**config.mk**
```make
export PLATFORM = sky130hd
export DESIGN_NAME = collision_scheduler
export DESIGN_NICKNAME = d
export VERILOG_FILES = /design/src/rtl/collision_scheduler.sv
export SDC_FILE = /design/constraint.sdc
export NUM_CORES = 1
export LEC_CHECK = 0
export BUFFER_PORTS_ARGS = -buffer_cell sky130_fd_sc_hd__buf_2
export CAP_MARGIN = 20
export CORE_MARGIN = 4
export CORE_UTILIZATION = 34
export DETAILED_ROUTE_END_ITERATION = 8
export SETUP_SLACK_MARGIN = 0.05
export SLEW_MARGIN = 40
export SYNTH_ARGS = -nofsm -noshare
export SYNTH_HDL_FRONTEND = slang
export SYNTH_SLANG_ARGS = --single-unit
```
**constraint.sdc**
```tcl
create_clock -name clk_in -period 3.35 [get_ports clk_in]
set_input_delay 0.335 -clock clk_in [delete_from_list [all_inputs] [get_ports clk_in]]
set_output_delay 0.335 -clock clk_in [all_outputs]
set_load 0.01 [all_outputs]
```
**src/rtl/collision_scheduler.sv**
```systemverilog
// collision_scheduler: sweeps every lattice cell once per start, reads its
// densities from the distribution BRAM, streams them into the collider and
// writes the collided result back to the same cell address.
// Optional build macro: COLLISION_SCHED_WATCHDOG_EN adds a completion
// watchdog that flags an error and closes the sweep when the collider stalls.
module collision_scheduler #(
  parameter int GRID_W          = 64,
  parameter int GRID_H          = 48,
  parameter int ADDR_W          = 12,
  parameter int RD_LAT          = 2,
  parameter int ISSUE_INTERVAL  = 17,
  parameter int MAX_INFLIGHT    = 4,
  parameter int WATCHDOG_CYCLES = 64
) (
  input  logic              clk_in,
  input  logic              rst_in,
  input  logic              start_in,
  output logic              busy_out,
  output logic              done_out,
  output logic              rd_en_out,
  output logic [ADDR_W-1:0] rd_addr_out,
  input  logic [71:0]       rd_data_in,
  output logic [71:0]       coll_data_out,
  output logic              coll_valid_out,
  input  logic [71:0]       coll_data_in,
  input  logic              coll_done_in,
  output logic              wr_en_out,
  output logic [ADDR_W-1:0] wr_addr_out,
  output logic [71:0]       wr_data_out,
  output logic [ADDR_W:0]   cells_done_out,
  output logic              error_out
);

  localparam int NUM_CELLS = GRID_W * GRID_H;
  localparam logic [ADDR_W-1:0] LAST_IDX = ADDR_W'(NUM_CELLS - 1);
  localparam int GAP_W = (ISSUE_INTERVAL > 1) ? $clog2(ISSUE_INTERVAL) : 1;
  localparam logic [GAP_W-1:0] GAP_RELOAD = GAP_W'(ISSUE_INTERVAL - 1);
  localparam int PTR_W = $clog2(MAX_INFLIGHT);
  localparam logic [PTR_W:0] FIFO_FULL = (PTR_W+1)'(MAX_INFLIGHT);

  typedef enum logic [1:0] {S_IDLE, S_ISSUE, S_DRAIN, S_DONE} state_t;

  state_t                              state, state_nx;
  logic [ADDR_W-1:0]                   issue_idx;
  logic [GAP_W-1:0]                    gap_cnt;
  logic [MAX_INFLIGHT-1:0][ADDR_W-1:0] fifo_mem;
  logic [PTR_W-1:0]                    wr_ptr, rd_ptr;
  logic [PTR_W:0]                      fifo_cnt;
  logic [RD_LAT:1]                     vld_pipe;
  logic fifo_empty, fifo_full, fault, pop, issue, wd_fire;

  assign fifo_empty = (fifo_cnt == '0);
  assign fifo_full  = (fifo_cnt == FIFO_FULL);
  // A completion with nothing outstanding (or while idle) has no address to
  // retire: flag it and drop it.
  assign fault = coll_done_in && ((state == S_IDLE) || fifo_empty);
  assign pop   = coll_done_in && !fault;
  // A retiring completion frees its slot in the same cycle, so a full FIFO
  // can still accept the next issue alongside the pop.
  assign issue = (state == S_ISSUE) && (gap_cnt == '0) && (!fifo_full || pop) && !wd_fire;

`ifdef COLLISION_SCHED_WATCHDOG_EN
  localparam int WD_W = $clog2(WATCHDOG_CYCLES + 1);
  logic [WD_W-1:0] wd_cnt;
  assign wd_fire = !fifo_empty && !coll_done_in && (wd_cnt == WD_W'(WATCHDOG_CYCLES - 1));
  // Count cycles with work outstanding but no completion arriving.
  always_ff @(posedge clk_in or negedge rst_in) begin
    if (!rst_in)                                  wd_cnt <= '0;
    else if (fifo_empty || coll_done_in || wd_fire) wd_cnt <= '0;
    else                                          wd_cnt <= wd_cnt + 1'b1;
  end
`else
  assign wd_fire = 1'b0;
`endif

  // FSM state register.
  always_ff @(posedge clk_in or negedge rst_in) begin
    if (!rst_in) state <= S_IDLE;
    else         state <= state_nx;
  end

  // Next-state and state-decoded outputs.
  always_comb begin
    state_nx       = state;
    busy_out       = (state == S_ISSUE) || (state == S_DRAIN);
    done_out       = (state == S_DONE);
    rd_en_out      = issue;
    rd_addr_out    = issue ? issue_idx : '0;
    coll_valid_out = vld_pipe[RD_LAT];
    coll_data_out  = vld_pipe[RD_LAT] ? rd_data_in : '0;
    case (state)
      S_IDLE:  if (start_in) state_nx = S_ISSUE;
      S_ISSUE: if (issue && (issue_idx == LAST_IDX)) state_nx = S_DRAIN;
      S_DRAIN: if (fifo_empty) state_nx = S_DONE;
      S_DONE:  state_nx = S_IDLE;
      default: state_nx = S_IDLE;
    endcase
    if (wd_fire) state_nx = S_DONE;
  end

  // Sweep bookkeeping: next cell index, issue throttle, completed-cell count.
  always_ff @(posedge clk_in or negedge rst_in) begin
    if (!rst_in) begin
      issue_idx      <= '0;
      gap_cnt        <= '0;
      cells_done_out <= '0;
    end else if (state == S_IDLE) begin
      if (start_in) begin
        issue_idx      <= '0;
        gap_cnt        <= '0;
        cells_done_out <= '0;
      end
    end else begin
      if (issue) begin
        gap_cnt <= GAP_RELOAD;
        if (issue_idx != LAST_IDX) issue_idx <= issue_idx + 1'b1;
      end else if (gap_cnt != '0) begin
        gap_cnt <= gap_cnt - 1'b1;
      end
      if (pop) cells_done_out <= cells_done_out + 1'b1;
    end
  end

  // In-flight address FIFO; the collider is in-order, so the head is always
  // the cell that just completed.
  always_ff @(posedge clk_in or negedge rst_in) begin
    if (!rst_in) begin
      fifo_mem <= '0;
      wr_ptr   <= '0;
      rd_ptr   <= '0;
      fifo_cnt <= '0;
    end else if (wd_fire) begin
      wr_ptr   <= '0;
      rd_ptr   <= '0;
      fifo_cnt <= '0;
    end else begin
      if (issue) begin
        fifo_mem[wr_ptr] <= issue_idx;
        wr_ptr           <= wr_ptr + 1'b1;
      end
      if (pop) rd_ptr <= rd_ptr + 1'b1;
      case ({issue, pop})
        2'b10:   fifo_cnt <= fifo_cnt + 1'b1;
        2'b01:   fifo_cnt <= fifo_cnt - 1'b1;
        default: fifo_cnt <= fifo_cnt;
      endcase
    end
  end

  // Register the write-back one cycle after the completion.
  always_ff @(posedge clk_in or negedge rst_in) begin
    if (!rst_in) begin
      wr_en_out   <= 1'b0;
      wr_addr_out <= '0;
      wr_data_out <= '0;
    end else begin
      wr_en_out <= pop;
      if (pop) begin
        wr_addr_out <= fifo_mem[rd_ptr];
        wr_data_out <= coll_data_in;
      end
    end
  end

  // Read-enable delay line matching the BRAM read latency.
  always_ff @(posedge clk_in or negedge rst_in) begin
    if (!rst_in) begin
      vld_pipe <= '0;
    end else begin
      vld_pipe[1] <= issue;
      for (int i = 2; i <= RD_LAT; i++) vld_pipe[i] <= vld_pipe[i-1];
    end
  end

  // Sticky fault flag, cleared only by reset.
  always_ff @(posedge clk_in or negedge rst_in) begin
    if (!rst_in)               error_out <= 1'b0;
    else if (fault || wd_fire) error_out <= 1'b1;
  end

endmodule

```
After elaboration in Yosys (flattened, before gate mapping):

Cells that the tools add are included.

* register bits after elaboration: 175
* bits of input ports: 148
* output and inout port bits: 187
* word-level logic and storage cells: 84

* add/sub/neg operators: 7
* $lt $le $gt $ge: 3
* equality and inequality tests: 11
* multiplexer cells: 23
* reductions and logical operators: 24

Operators with widths (count)
* 12-bit two-way mux: 7
* 72-bit two-way mux: 1
* 48-bit bitwise mux: 1
* 13-bit two-way mux: 3
* 12-bit binary-select mux with 2-bit select: 1
* 12-bit demux with 2-bit select: 1
* 5-bit two-way mux: 4
* 13-bit by 1-bit adder with 13-bit output, second input constant: 1
* 12-bit by 1-bit adder with 12-bit output, second input constant: 1
* 12-bit == test, second input constant: 1
* 12-bit != test, second input constant: 1
* 2-bit case mux with 4 select lines: 1
* 2-bit nonzero test: 4
* 2-bit == test, second input constant: 3
* 1-bit logical AND: 6
* 2-bit by 3-bit < comparator with 1-bit output, second input constant: 2
* 2-bit two-way mux: 3
* 3-bit case mux with 2 select lines: 1
* 3-bit AND reduction: 2
* 5-bit logical NOT: 1
* 5-bit nonzero test: 1
* 5-bit by 1-bit subtractor with 5-bit output, second input constant: 1
* 2-bit by 1-bit adder with 2-bit output, second input constant: 2
* 2-bit by 1-bit == test with 1-bit output, second input constant: 2
* 12 further kinds: 17

Logic depth before layout (Yosys ltp):

* word-level depth: 10
* mapped depth: 14
* gate-level depth less buffers: 11

Worst setup path before layout:

Ideal clock, no wire load.

* path kind: reg2reg
* from: register state[0]
* to: register fifo_cnt[2]
* library setup time: 0.079 ns
* arrival time: 2.820 ns
* data required time: 3.271 ns
* setup slack: 0.451 ns
* stages on the path, launching flop included: 15
* buffers on the path: 3
* clock period less this slack: 2.899 ns
* cells stage by stage: dfrtp_1 inv_1 ha_1 clkbuf_1 inv_1 nand3_1 inv_1 clkbuf_1 buf_1 ha_1 inv_1 fa_1 xor2_1 nor2_1 xor2_1

* word-level cells in the longest chain between the ends: 9
* elaborated cells on any way between the ends: 13
* those cells by class: eq/ne: 3; mux: 1; reduce/logical: 9

RTL lines
* from (decl): RTL line 43 `state_t state, state_nx;`
* from (signal assigned): RTL line 79 `else state <= state_nx;`
* 2-bit logical NOT *: RTL line 56 `assign fault = coll_done_in && ((state == S_IDLE) || fifo_empty);`
* 1-bit logical OR *: RTL line 56
* 1-bit logical AND *: RTL line 56
* 1-bit logical NOT *: RTL line 57 `assign pop = coll_done_in && !fault;`
* 1-bit logical AND *: RTL line 57
* net pop: RTL line 50 `logic fifo_empty, fifo_full, fault, pop, issue, wd_fire;`
* 1-bit logical OR: RTL line 60 `assign issue = (state == S_ISSUE) && (gap_cnt == '0) && (!fifo_full || pop) && !wd_fire;`
* 1-bit logical AND: RTL line 60
* 2-bit by 1-bit == test with 1-bit output or 2-bit == test (tied branches): RTL line 142 `case ({issue, pop})`
* 3-bit case mux with 2 select lines or 2-bit nonzero test (tied branches)
* to (signal assigned): RTL line 143 `2'b10: fifo_cnt <= fifo_cnt + 1'b1;`
* to (signal assigned): RTL line 144 `2'b01: fifo_cnt <= fifo_cnt - 1'b1;`
* to (signal assigned): RTL line 145 `default: fifo_cnt <= fifo_cnt;`
* to (decl): RTL line 48 `logic [PTR_W:0] fifo_cnt;`

Mark *: on every way through the listed nets, which the timed path passes. The rest lies on a longest branch.
A chain may end at the register's enable or synchronous reset.

Worst setup path in the final report:

* from: register gap_cnt[0]
* to: output rd_addr_out[4]

* word-level cells in the longest chain between the ends: 4

RTL lines
* from (decl): RTL line 45 `logic [GAP_W-1:0] gap_cnt;`
* from (signal assigned): RTL line 118 `gap_cnt <= gap_cnt - 1'b1;`
* 5-bit logical NOT: RTL line 60
* 1-bit logical AND (2 in series): RTL line 60
* 12-bit two-way mux: RTL line 88 `rd_addr_out = issue ? issue_idx : '0;`
* to (decl): RTL line 21 `output logic [ADDR_W-1:0] rd_addr_out,`

No other way between the ends.

==> summary.txt <==
Clock network
  • Reg clk slew, reported paths: 0.07 ns
  • H-tree depth: 4
  • Clk buf depth: 2
  • CTS resizes: 0
  • CTS tree: yes
  • TritonCTS Sinks: 175
  • Clock latency on the worst-skew pair: 0.43 ns
  • CTS buffer count: 17
  • Root buf cell: clkbuf_16

Cells and area
  • ANT cells: 0
  • Net count, final: 1296
  • Area growth syn-to-layout: 31.2%
  • Layout fillers: 2295
  • Design area: 10700 um^2
  • Commonest cells after routing, fill and taps aside: buf_2 (333), nand2_1 (285), dfrtp_1 (174)
  • Layout cells sized above 1: 39.2%
  • Commonest non-fill, non-tap cell in the layout: buf_2

Yosys
  • Register area share after synthesis: 53.8%
  • FFs w/ async S/R, synth: 100%
  • Avg Inst Size Synth: 9.91 um^2
  • Post-Syn Instances: 821
  • Top-area cell type share of the netlist area: 53.8%
  • Synth top area cells: dfrtp_1 (54%), nand2_1 (13%), and2_1 (6.6%)
  • Simple-gate share of the synthesized area: 24.4%
  • Mapped Area: 8140 um^2
  • Largest family of logic cells by synthesized area: simple AND/OR/NAND/NOR gates
  • Syn_nets: 984
  • Compound-Gate Fraction of Synth Area: 3.34%
  • Synth Area in XOR/XNOR: 2.26%
  • Adder-Cell Fraction of Synth Area: 2.40%
  • Post-synth EDFFs: 0
  • Synth unique cells: 46
  • #FFs+latches synth: 175
  • Synth area leader: dfrtp_1
  • Post-synthesis mux area share: 10.1%
  • Synth Flop Type: dfrtp_1
  • Warnings, synthesis: 0

Worst setup path
  • Critical Path End Type: output pin
  • CP max-delay cell: a311o_1
  • Max incr delay on CP: 0.53 ns
  • Startpoint types: flip-flop
  • Worst path top cell family by delay: simple AND/OR/NAND/NOR gates
  • Crit-path max FO: 26
  • Arr. time, crit path: 2.68 ns
  • Cell Chain, Critical Path: inv_1, ha_1, or4b_4, a311o_1, clkinv_4, and2_1, buf_2
  • CP Data Required Time: 3.01 ns
  • Crit Path Class: reg2out
  • R2r setup slk: 0.63 ns
  • Buffers & Inverters on Critical Path: 3

Detailed routing
  • Drc violations: 0
  • DRT Pass-1 Iters: 5
  • Drt initial violations: 439
  • Vias per inst: 4.56
  • Remaining antenna violation count: 0
  • Routed WL: 23100 um
  • DR WL/cell: 15.8 um
  • Via Count: 6683

Placed design
  • Post-DP Area: 10100 um^2
  • Routability cong.: 0.843
  • # port buffers: 334
  • Final HPWL DP: 16800 um
  • Pre-CTS WS: 0.663 ns

Floorplan
  • Die H: 163 um
  • Initial Util: 34.6%
  • I/O Pins: 335
  • Die X: 163 um
  • Core area: 23500 um^2
  • Full die area: 26500 um^2
  • Rows: 56

Timing
  • RSZ-0062 raised after global routing: false
  • Pins Over Slew Limit: 0
  • Tmin final: 3.01 ns
  • Max Clk Rate: 0.332 GHz
  • Final Cycle Share: 89.9%
  • Slew @ Worst Pin: 0.730 ns
  • Slew HR: 51.3%
  • Hold Vio Cnt, Final: 0
  • Final worst setup slack: 0.337 ns
  • Fin Setup TNS: 0 ns
  • Finish-stage setup viols: 0
  • Worst Skew: 0.0153 ns

Global routing
  • First-pass GRT wire length: 36000 um
  • GRT overflow: 0
  • Initial antenna violation count: 0
  • Number of global-route vias before repair: 6611
  • Tot GR Track Use: 17.0%
  • Largest net degree at the start of global routing: 87

Outcome
  • Status: finished clean

Power and ir drop
  • Leakage: 5.96 nW
  • Maximum vdd drop: 0.393 mV
  • Pwr dens: 743 nW/um^2

Run
  • Max Cap Viol: 0

Min path
  • Min-Delay Path Class: in2reg
==> worst register-to-register path: cells and delay by family (launching register included) <==
kind | cells | cell delay (ns)
adder cells (fa/ha/maj) | 3 | 0.88
AO/OA/AOI/OAI | 2 | 0.69
AND/OR/NAND/NOR | 1 | 0.49
flip-flops | 1 | 0.40
buffers and inverters | 2 | 0.17
==> metal layers <==
| layer | up-vias | part of all wire, % | GRT usage, % |
|---|---|---|---|
| met3 | 19 | 5.8 | 3.67 |
| met2 | 206 | 48 | 28.1 |
| met1 | 3167 | 45 | 23.1 |
| met4 | 0 | 1.3 | 4.12 |
| li1 | 3291 | - | - |
| met5 | - | 0 | 0 |
==> path summary, 6_finish.rpt <==
| check | startpoint | cells after the start | end |
|---|---|---|---|
| worst max-delay path | gap_cnt[0]$_DFFE_PN0P_ | 7 | rd_addr_out[4] |
| worst min-delay path | coll_data_in[43] | 3 | wr_data_out[43]$_DFFE_PN0P_ |
| worst max register to register | gap_cnt[0]$_DFFE_PN0P_ | 8 | fifo_cnt[1]$_DFFE_PN0P_ |
| worst min register to register | vld_pipe[1]$_DFF_PN0_ | 0 | vld_pipe[2]$_DFF_PN0_ |
| max in group asynchronous | rst_in | 3 | gap_cnt[1]$_DFFE_PN0P_ |
| min in group asynchronous | rst_in | 2 | wr_data_out[44]$_DFFE_PN0P_ |
==> where the power goes <==
| part | internal [mW] | switching, mW |
|---|---|---|
| registers | 2.73 | 0.455 |
| clock network | 1.05 | 0.900 |
| logic | 1.12 | 1.68 |
==> registers in the layout (all words and copies together), names as in the netlist <==
register / count
cells_done_out: 13
error_out: 1
gap_cnt: 5
wr_addr_out: 12
fifo_mem: 48
wr_data_out: 72
wr_ptr: 2
state: 2
rd_ptr: 2
issue_idx: 12
fifo_cnt: 3
wr_en_out: 1
vld_pipe: 2
==> kinds of logic after synthesis <==
kind of cell / after synthesis
compound gates: 43
xor+xnor: 21
fa+ha+maj: 15
buf+inv: 68
flops: 175
mux: 61
simple gates: 438
==> metrics by stage <==
| step | std cells | total power, mW | utilization (%) | hold slack (ns) |
|---|---|---|---|---|
| 6_report | 1465 | 7.93 | 45.3 | 0.0874 |
| 5_1_grt | 1465 | 8.55 | 45.3 | 0.0835 |
| 4_1_cts | 1465 | 8.07 | 45.3 | 0.0716 |
| 3_5_place_dp | 1432 | 6.07 | 42.8 | 0.348 |
| 3_3_place_gp | 1432 | 6.02 | 42.8 | 0.337 |
| 2_1_floorplan | 821 | 4.86 | - | 0.0394 |
==> what timing repair did <==
action | CTS | global route
hold buffers | 1 | 0
endpoints found under the hold margin | 54 | 0
setup buffers | 0 | 0
==> synth_stat cells, drive strengths merged, types with 2 or more instances <==
cell / number
ha: 14
a41oi: 2
nor2: 21
mux4: 12
and2: 86
xnor2: 12
nor3: 7
mux2: 47
nand2: 289
nand4: 7
o31ai: 2
xor2: 9
buf: 12
nor4: 7
inv: 15
nand3: 11
o21ai: 18
o22ai: 6
and3: 2
dfrtp: 175
nand2b: 3
a31oi: 2
or3: 2
mux2i: 2
clkbuf: 40
a21oi: 4
==> cell type report <==
type	count	area [um^2]	share of cell area, %
clock inverters	15	154	1.44
clock buffers	17	425	3.99
flip-flops and latches	175	4380	41.0
repair buffers	345	1780	16.7
multi-input cells	578	3470	32.5
inverters	16	65.1	0.609
well taps	319	399	3.74
Power figures use the tool's default switching activity.
